==> config.mk <==
export PLATFORM = sky130hd
export DESIGN_NAME = udma_ch_req_arbiter
export DESIGN_NICKNAME = d
export VERILOG_FILES = /design/src/rtl/udma_pkg.sv /design/src/rtl/udma_req_fifo.sv /design/src/rtl/udma_ch_req_arbiter.sv
export SDC_FILE = /design/constraint.sdc
export NUM_CORES = 1
export LEC_CHECK = 0
export ABC_AREA = 1
export BUFFER_PORTS_ARGS = -buffer_cell sky130_fd_sc_hd__clkbuf_2
export CAP_MARGIN = 20
export CORE_MARGIN = 2
export CORE_UTILIZATION = 45
export DETAILED_ROUTE_END_ITERATION = 7
export GPL_ROUTABILITY_DRIVEN = 0
export HOLD_SLACK_MARGIN = 0.15
export PLACE_DENSITY = 0.88
export SLEW_MARGIN = 5
export SYNTH_ARGS = -nofsm -noshare
export SYNTH_HDL_FRONTEND = slang
export SYNTH_SLANG_ARGS = --single-unit
export TNS_END_PERCENT = 30
==> constraint.sdc <==
create_clock -name clk_i -period 2.3 [get_ports clk_i]
set_clock_uncertainty 0.1 [all_clocks]
set_input_delay 0.345 -clock clk_i [delete_from_list [all_inputs] [get_ports clk_i]]
set_output_delay 0.345 -clock clk_i [all_outputs]
set_load 0.05 [all_outputs]
==> src/rtl/udma_pkg.sv <==
// Shared uDMA definitions: datasize encoding, byte-enable helper and the
// request entry buffered between the channel arbiter and the L2 port.
package udma_pkg;

  localparam int UDMA_L2_AWIDTH_NOAL = 18;
  localparam int UDMA_CH_IDW         = 2;

  localparam logic [1:0] UDMA_DS_BYTE    = 2'b00;
  localparam logic [1:0] UDMA_DS_HALF    = 2'b01;
  localparam logic [1:0] UDMA_DS_WORD    = 2'b10;
  localparam logic [1:0] UDMA_DS_INVALID = 2'b11;

  // Field widths follow the default arbiter configuration.
  typedef struct packed {
    logic [UDMA_L2_AWIDTH_NOAL-3:0] addr;
    logic [3:0]                     be;
    logic [UDMA_CH_IDW-1:0]         id;
  } udma_req_t;

  function automatic logic [3:0] udma_be_f(input logic [1:0] datasize,
                                           input logic [1:0] addr_lsb);
    logic [3:0] be;
    case (datasize)
      UDMA_DS_BYTE: be = 4'b0001 << addr_lsb;
      UDMA_DS_HALF: be = 4'b0011 << {addr_lsb[1], 1'b0};
      default:      be = 4'b1111;
    endcase
    return be;
  endfunction

endpackage

==> src/rtl/udma_req_fifo.sv <==
// Request buffer: DEPTH-entry FIFO, head visible combinationally on rd_dat_o.
// Push is ignored while full and pop while empty; no bypass in either direction.
module udma_req_fifo #(
  parameter int DEPTH = 2,
  parameter int WIDTH = 8
) (
  input  logic             clk_i,
  input  logic             rst_i,
  input  logic             push_i,
  input  logic [WIDTH-1:0] wr_dat_i,
  input  logic             pop_i,
  output logic [WIDTH-1:0] rd_dat_o,
  output logic             full_o,
  output logic             empty_o
);

  localparam int PW = $clog2(DEPTH);

  logic [WIDTH-1:0] mem_q [DEPTH];
  logic [PW:0]      wr_ptr_q, wr_ptr_d;
  logic [PW:0]      rd_ptr_q, rd_ptr_d;
  logic             push_ok, pop_ok;

  // Extra pointer bit distinguishes full from empty when the indices match.
  assign empty_o = (wr_ptr_q == rd_ptr_q);
  assign full_o  = (wr_ptr_q[PW] != rd_ptr_q[PW]) &&
                   (wr_ptr_q[PW-1:0] == rd_ptr_q[PW-1:0]);

  assign push_ok  = push_i & ~full_o;
  assign pop_ok   = pop_i & ~empty_o;
  assign wr_ptr_d = push_ok ? wr_ptr_q + (PW+1)'(1) : wr_ptr_q;
  assign rd_ptr_d = pop_ok  ? rd_ptr_q + (PW+1)'(1) : rd_ptr_q;
  assign rd_dat_o = mem_q[rd_ptr_q[PW-1:0]];

  always_ff @(posedge clk_i or posedge rst_i) begin
    if (rst_i) begin
      wr_ptr_q <= '0;
      rd_ptr_q <= '0;
      for (int i = 0; i < DEPTH; i++) mem_q[i] <= '0;
    end else begin
      wr_ptr_q <= wr_ptr_d;
      rd_ptr_q <= rd_ptr_d;
      if (push_ok) mem_q[wr_ptr_q[PW-1:0]] <= wr_dat_i;
    end
  end

endmodule

==> src/rtl/udma_ch_req_arbiter.sv <==
// Round-robin grant across address-generator channels; the winner's request is
// buffered and issued to L2. Buffer fullness stalls every channel.
module udma_ch_req_arbiter
  import udma_pkg::*;
#(
  parameter int N_CH           = 4,
  parameter int L2_AWIDTH_NOAL = UDMA_L2_AWIDTH_NOAL,
  parameter int FIFO_DEPTH     = 2,
  parameter int CH_IDW         = $clog2(N_CH)
) (
  input  logic                           clk_i,
  input  logic                           rst_i,
  input  logic [N_CH-1:0]                ch_req_i,
  input  logic [N_CH-1:0]                ch_en_i,
  input  logic [2*N_CH-1:0]              ch_datasize_i,
  input  logic [N_CH*L2_AWIDTH_NOAL-1:0] ch_addr_i,
  output logic [N_CH-1:0]                ch_gnt_o,
  output logic                           not_stall_o,
  output logic                           l2_req_o,
  input  logic                           l2_gnt_i,
  output logic [L2_AWIDTH_NOAL-3:0]      l2_addr_o,
  output logic [3:0]                     l2_be_o,
  output logic [CH_IDW-1:0]              l2_id_o
);

  logic [N_CH-1:0]           elig;
  logic [CH_IDW-1:0]         rr_q, rr_d;
  logic [CH_IDW:0]           cand;
  logic [CH_IDW-1:0]         gnt_idx;
  logic                      gnt_vld;
  logic                      push;
  logic                      full, empty;
  logic [L2_AWIDTH_NOAL-1:0] sel_addr;
  logic [1:0]                sel_ds;
  udma_req_t                 push_ent, head_ent;

  always_comb begin
    for (int i = 0; i < N_CH; i++) begin
      elig[i] = ch_req_i[i] & ch_en_i[i] & (ch_datasize_i[2*i +: 2] != UDMA_DS_INVALID);
    end
  end

  // Scan offsets from the far end so the channel nearest rr_q is written last and wins.
  always_comb begin
    gnt_vld = 1'b0;
    gnt_idx = '0;
    cand    = '0;
    for (int off = N_CH - 1; off >= 0; off--) begin
      cand = {1'b0, rr_q} + (CH_IDW+1)'(off);
      if (cand >= (CH_IDW+1)'(N_CH)) cand = cand - (CH_IDW+1)'(N_CH);
      if (elig[cand[CH_IDW-1:0]]) begin
        gnt_vld = 1'b1;
        gnt_idx = cand[CH_IDW-1:0];
      end
    end
  end

  assign push = gnt_vld & ~full & ~rst_i;

  always_comb begin
    ch_gnt_o = '0;
    if (push) ch_gnt_o[gnt_idx] = 1'b1;
  end

  always_comb begin
    rr_d = rr_q;
    if (push) rr_d = (gnt_idx == CH_IDW'(N_CH - 1)) ? '0 : gnt_idx + CH_IDW'(1);
  end

  always_ff @(posedge clk_i or posedge rst_i) begin
    if (rst_i) rr_q <= '0;
    else       rr_q <= rr_d;
  end

  assign sel_addr = ch_addr_i[gnt_idx*L2_AWIDTH_NOAL +: L2_AWIDTH_NOAL];
  assign sel_ds   = ch_datasize_i[2*gnt_idx +: 2];

  always_comb begin
    push_ent.addr = sel_addr[L2_AWIDTH_NOAL-1:2];
    push_ent.be   = udma_be_f(sel_ds, sel_addr[1:0]);
    push_ent.id   = gnt_idx;
  end

  udma_req_fifo #(
    .DEPTH (FIFO_DEPTH),
    .WIDTH ($bits(udma_req_t))
  ) u_fifo (
    .clk_i    (clk_i),
    .rst_i    (rst_i),
    .push_i   (push),
    .wr_dat_i (push_ent),
    .pop_i    (l2_gnt_i),
    .rd_dat_o (head_ent),
    .full_o   (full),
    .empty_o  (empty)
  );

  assign not_stall_o = ~full;
  assign l2_req_o    = ~empty;
  assign l2_addr_o   = head_ent.addr;
  assign l2_be_o     = head_ent.be;
  assign l2_id_o     = head_ent.id;

endmodule
; Word-level counts from Yosys, hierarchy flattened
; Index checks and enable logic that the tools add are counted.
[classes]
addsub = 10
mul = 1
magnitude_cmp = 13
eq_ne = 9
shift = 4
muxes = 31
n_bitwise = 17
n_reduce_logical = 4
[op_table]
columns = cell, count
row1 = two-way mux 22 bit, 4
row2 = variable part select 72 x 8 -> 18 bit, 1
row3 = bitwise mux 44 bit, 1
row4 = demux 22 bit (select 1 bit), 1
row5 = two-way mux 2 bit, 9
row6 = "< comparator 2 x 3 -> 1 bit, second input constant", 5
row7 = AND 1 bit, 12
row8 = "greater-or-equal comparator 3 bit, second input constant", 3
row9 = two-way mux 1 bit, 9
row10 = binary-select mux 1 bit (select 2 bit), 4
row11 = "inequality test 2 bit, second input constant", 4
row12 = case mux 4 bit (2 select lines), 1
row13 = variable part select 8 x 4 -> 2 bit, 1
row14 = "subtractor 2 x 1 -> 2 bit, second input constant", 4
row15 = "adder 2 x 1 -> 2 bit, second input constant", 3
row16 = "adder 2 x 2 -> 3 bit, second input constant", 2
row17 = "multiplier 2 x 4 -> 6 bit, second input constant", 1
row18 = "greater-or-equal comparator 2 bit, second input constant", 2
row19 = two-way mux 4 bit, 1
row20 = inverter 1 -> 2 bit, 2
row21 = "left shift 1 x 2 -> 4 bit, first input constant", 1
row22 = "left shift 2 x 2 -> 4 bit, first input constant", 1
row23 = "adder 2 x 1 -> 3 bit, second input constant", 1
row24 = "greater-or-equal comparator 2 x 3 -> 1 bit, second input constant", 1
row25 = other kinds (11), 15
[word_totals]
regBits = 50
in_bits = 91
wordCells = 94

; Logic depth before layout (Yosys ltp)
[depth]
word_depth = 14
depth_mapped = 21
mapped_depth_nobuf = 20

; Hierarchy
; A second synthesis with hierarchy kept.
[hier_totals]
cells_unflattened = 526
area_unflattened_um2 = 3676.0
[modules_own_cells]
columns = mod, n_inst, cells_per_inst, area_per_inst_um2, seq_area_each_um2
row1 = udma_req_fifo, 1, 301, 2397.3, 1201.2
row2 = udma_ch_req_arbiter, 1, 225, 1278.7, 50.0

; Least setup slack after synthesis
; No wires, ideal clock.
[synth_timing]
path_kind = register -> output
startpoint = register rr_q[0]
endpoint = output port ch_gnt_o[0]
arrival_ps = 2337
required_ps = 1855
path_slack_ps = -482
stages_incl_launch_ff = 15
path_cell_list = dfrtp_1 > buf_6 > xnor2_2 > inv_1 > nand2_1 > nand2_1 > inv_2 > nand2_1 > nand2_1 > nand2_1 > nand2_2 > buf_1 > ha_1 > inv_1 > nor2_1
[synth_between]
elab_chain_len = 14
word_cells_on_any_way = 39
cone_classes = 7 x add/sub / 6 x order compare / 23 x mux / 2 x bitwise / 1 x reduce/logical
[synth_lines]
columns = item, line_no
row1 = start: declaration, udma_ch_req_arbiter.sv:27  ; logic [CH_IDW-1:0] rr_q, rr_d;
row2 = start signal: assignment, udma_ch_req_arbiter.sv:72  ; else rr_q <= rr_d;
row3 = adder 2 x 2 -> 3 bit, udma_ch_req_arbiter.sv:49  ; cand = {1'b0, rr_q} + (CH_IDW+1)'(off);
row4 = greater-or-equal comparator 3 bit / subtractor 2 x 1 -> 2 bit (equally long branches), udma_ch_req_arbiter.sv:50  ; if (cand >= (CH_IDW+1)'(N_CH)) cand = cand - (CH_IDW+1)'(N_CH);
row5 = two-way mux 2 bit, udma_ch_req_arbiter.sv:50
row6 = binary-select mux 1 bit (select 2 bit), udma_ch_req_arbiter.sv:51  ; if (elig[cand[CH_IDW-1:0]]) begin
row7 = two-way mux 1 bit (not written as such), udma_ch_req_arbiter.sv:51
row8 = two-way mux 2 bit (4 in series), udma_ch_req_arbiter.sv:51
row9 = < comparator 2 x 3 -> 1 bit (not written as such) / greater-or-equal comparator 2 x 1 -> 1 bit (equally long branches), udma_ch_req_arbiter.sv:62  ; if (push) ch_gnt_o[gnt_idx] = 1'b1;
row10 = logical AND 1 bit (not written as such), udma_ch_req_arbiter.sv:62
row11 = two-way mux 1 bit (not written as such), udma_ch_req_arbiter.sv:62
row12 = demux 1 bit (select 2 bit), udma_ch_req_arbiter.sv:62
row13 = two-way mux 4 bit *, udma_ch_req_arbiter.sv:62
row14 = end: declaration, udma_ch_req_arbiter.sv:17  ; output logic [N_CH-1:0] ch_gnt_o,
; Every way passes the cells marked *; elsewhere a longest branch is shown, timed or not. The select of a mux whose other input is x is not followed.

; Worst setup path after layout
[layout_timing]
startpoint = register rr_q[0]
endpoint = output port ch_gnt_o[1]
; The elaborated chain is that of the path after synthesis.

==> results_dict.tcl <==
set metrics [dict create \
    crit_fanout 8 \
    ant_nets 0 \
    holdCritPathClass "input port to flop" \
    syn_inst 505 \
    antenna_found_initial 0 \
    insertedDiodeCount 0 \
    hold_depth 3 \
    clock_sinks 50 \
    fin_ws_ps -324 \
    slowest_delay_ps 500 \
    initial_core_util_pct 45.8 \
    critPathArrivalTime_ps 2180 \
    cts_tree "built" \
    worstSkewPairLatency_ps 300 \
    synth_top_area_cell "dfrtp_1" \
    via_per_inst 5.23 \
    area_growth_pct 37.5 \
    reg2regPathDepth 16 \
    port_buffers 118 \
    reg2reg_from "rr_q[0]" \
    rows 31 \
    clockRootBuffer "clkbuf_8" \
    die_w_microns 89.5 \
    outcome "finished, violations left" \
    grt_usage_pct 25.5 \
    worst-path-buf-inv 5 \
    layout-drive-gt1-share_pct 31.3 \
    fin_nets 730 \
    hp-start "l2_gnt_i" \
    period_share_pct 114 \
    drt_first_pass_iters 7 \
    max_cap_violations 0 \
    crit_slowest_cell "dfrtp_2" \
    violations "negative setup slack" \
    synth_nets 600 \
    final-setup-viol-count 44 \
    r2r-end "u_fifo.mem_q[31]" \
    wl_microns 10300 \
    dp_hpwl_microns 6880 \
    rsz0062_at_grt "yes" \
    report.final.slew_viol_count 0 \
    grt_pass1_vias 3362 \
    clk_pin_slew_ps 90 \
    design_area_sq_um 4520 \
    crit_path_end_kind "output pin" \
    vias 3846 \
    avgSynthCellArea_sq_um 6.51 \
    hold_viol 0 \
    drc 0 \
    stdcell_count 735 \
    worstMarginPinSlew_ps 607 \
    timing.slew.headroom_pct 59.5 \
    cp.required_ps 1860 \
    die-height_microns 89.5 \
    wl_per_cell_microns 14.0 \
    worstSetupStartpointType "flop" \
    syn-cell-area_sq_um 3290 \
    grt_max_degree 33 \
    cts_buffers 5 \
    overflow 0 \
    r2r_slack_ps -200 \
    worstHoldEndpoint "u_fifo.rd_ptr_q[0]" \
    synthTopCellsByArea "dfrtp_1 38%, nand2_1 32%, nand3_1 8.4%" \
    critPathTopFamily "simple AND/OR/NAND/NOR gates" \
    cp_cell_sequence "inv_4 > nand4_1 > buf_4 > nand3_1 > o21ai_0 > nand2_1 > nand2_2 > nand2_4 > nand2_8 > inv_8 > ha_4 > inv_2 > nor2_4 > buf_12" \
    yosys_warnings 0 \
    ys_seq_elements 50 \
    dieArea_sq_um 8000 \
    placed_cell_area_sq_um 4120 \
    dp_cells 714 \
    yosysSeqAreaShare_pct 38.1 \
    drt_iter0_drc 221 \
    yosysUniqueCellTypes 28 \
    grt_pass1_wl_microns 15700 \
    dpl_worst_slack_ps -178 \
    finalWorstPathRequiredPeriod_ps 2620 \
    io-pin-count 119 \
    htreeDepth 2 \
    cts_buffer_depth 2 \
    critPathKind "flop to output pin" \
    max_freq_mhz 381 \
    tns_ps -6000 \
    synth_top_area_share_pct 38.1 \
    core_sq_um 7180 \
]
through the flow:
step                hold WS, ps  util (%)
CTS                         208      61.9
finish                      203      63.0
floorplan                   349         -
global route                224      63.0
global placement            337      57.3
detailed placement          351      57.3
cell usage in the layout, fill, tap and decap left out, types with 2 or more instances in the layout:
master,n
nand2_2,13
xor2_1,3
nand4_1,2
inv_1,18
a21oi_1,2
clkbuf_2,114
o21ai_0,4
nor2_1,5
o21ai_1,33
clkinv_8,3
clkbuf_8,7
dfrtp_1,48
nand2_1,264
nand3_1,55
nor2_4,6
inv_4,3
dfrtp_2,2
ha_4,3
buf_12,8
nand2_4,2
inv_2,6
buf_4,17
buf_6,5
repair_timing:
action / CTS / global route
gates cloned: 4 / 0
endpoints found under the setup margin: 48 / 49
gates resized for setup: 22 / 19
buffers inserted: 7 / 2
pin swaps: 5 / 11
hold buffers: 1 / 0
endpoints found under the hold margin: 26 / 0
flip-flops by register name, summed over array words and instances, names as in the netlist:
name,count
u_fifo.mem_q,44
rr_q,2
u_fifo.rd_ptr_q,2
u_fifo.wr_ptr_q,2
area by class of cell:
cell class / count / area [sq um]
Tap cell: 99 / 124
Clock inverter: 1 / 8.76
Sequential cell: 50 / 1250
Inverter: 29 / 136
Fill cell: 617 / 2660
Timing Repair Buffer: 148 / 1000
Timing Repair inverter: 2 / 32.5
Clock buffer: 7 / 96.3
Multi-Input combinational cell: 399 / 1870
how the worst max path moves through the flow:
stage               startpoint          endpoint  slack, ps  depth (start not counted)
global placement       rr_q[0]  u_fifo.mem_q[42]         20                         16
finish                 rr_q[0]       ch_gnt_o[1]       -320                         14
global route           rr_q[0]       ch_gnt_o[0]       -430                         13
detailed placement     rr_q[0]  u_fifo.mem_q[42]       -180                         15
CTS                    rr_q[0]       ch_gnt_o[0]       -250                         13
floorplan              rr_q[0]       ch_gnt_o[1]        -70                         17
logic make-up after synthesis:
kind of cell | Yosys count | synth area share (%)
simple gates | 349 | 43.1
buf+inv | 56 | 9.40
flops | 50 | 38.1
compound gates | 41 | 6.36
xor+xnor | 5 | 1.56
fa+ha+maj | 4 | 1.52
metal layers:
layer	share of wire (%)	track usage (%)	wire length (microns)
met1	40	34.2	4150
met2	49	42.2	5020
met3	8.1	4.16	833
met4	2.6	8.41	272
met5	0	0	0
cells in the mapped netlist (all sizes together):
| library cell | number |
|---|---|
| clkinv | 1 |
| nand4 | 2 |
| xnor2 | 2 |
| o21ai | 38 |
| buf | 21 |
| clkbuf | 6 |
| or3 | 1 |
| nor2 | 11 |
| inv | 28 |
| ha | 4 |
| nand2 | 280 |
| nand3 | 55 |
| xor2 | 3 |
| a21oi | 3 |
| dfrtp | 50 |
worst min-delay path, delay by kind of cell:
| kind | cells | cell delay, ps |
|---|---|---|
| buffers and inverters | 1 | 90 |
| AND/OR/NAND/NOR | 1 | 80 |
| AO/OA/AOI/OAI | 1 | 60 |
Power is not shown: default switching activity piles up to over one toggle a cycle in this logic, so the estimate is an artifact.
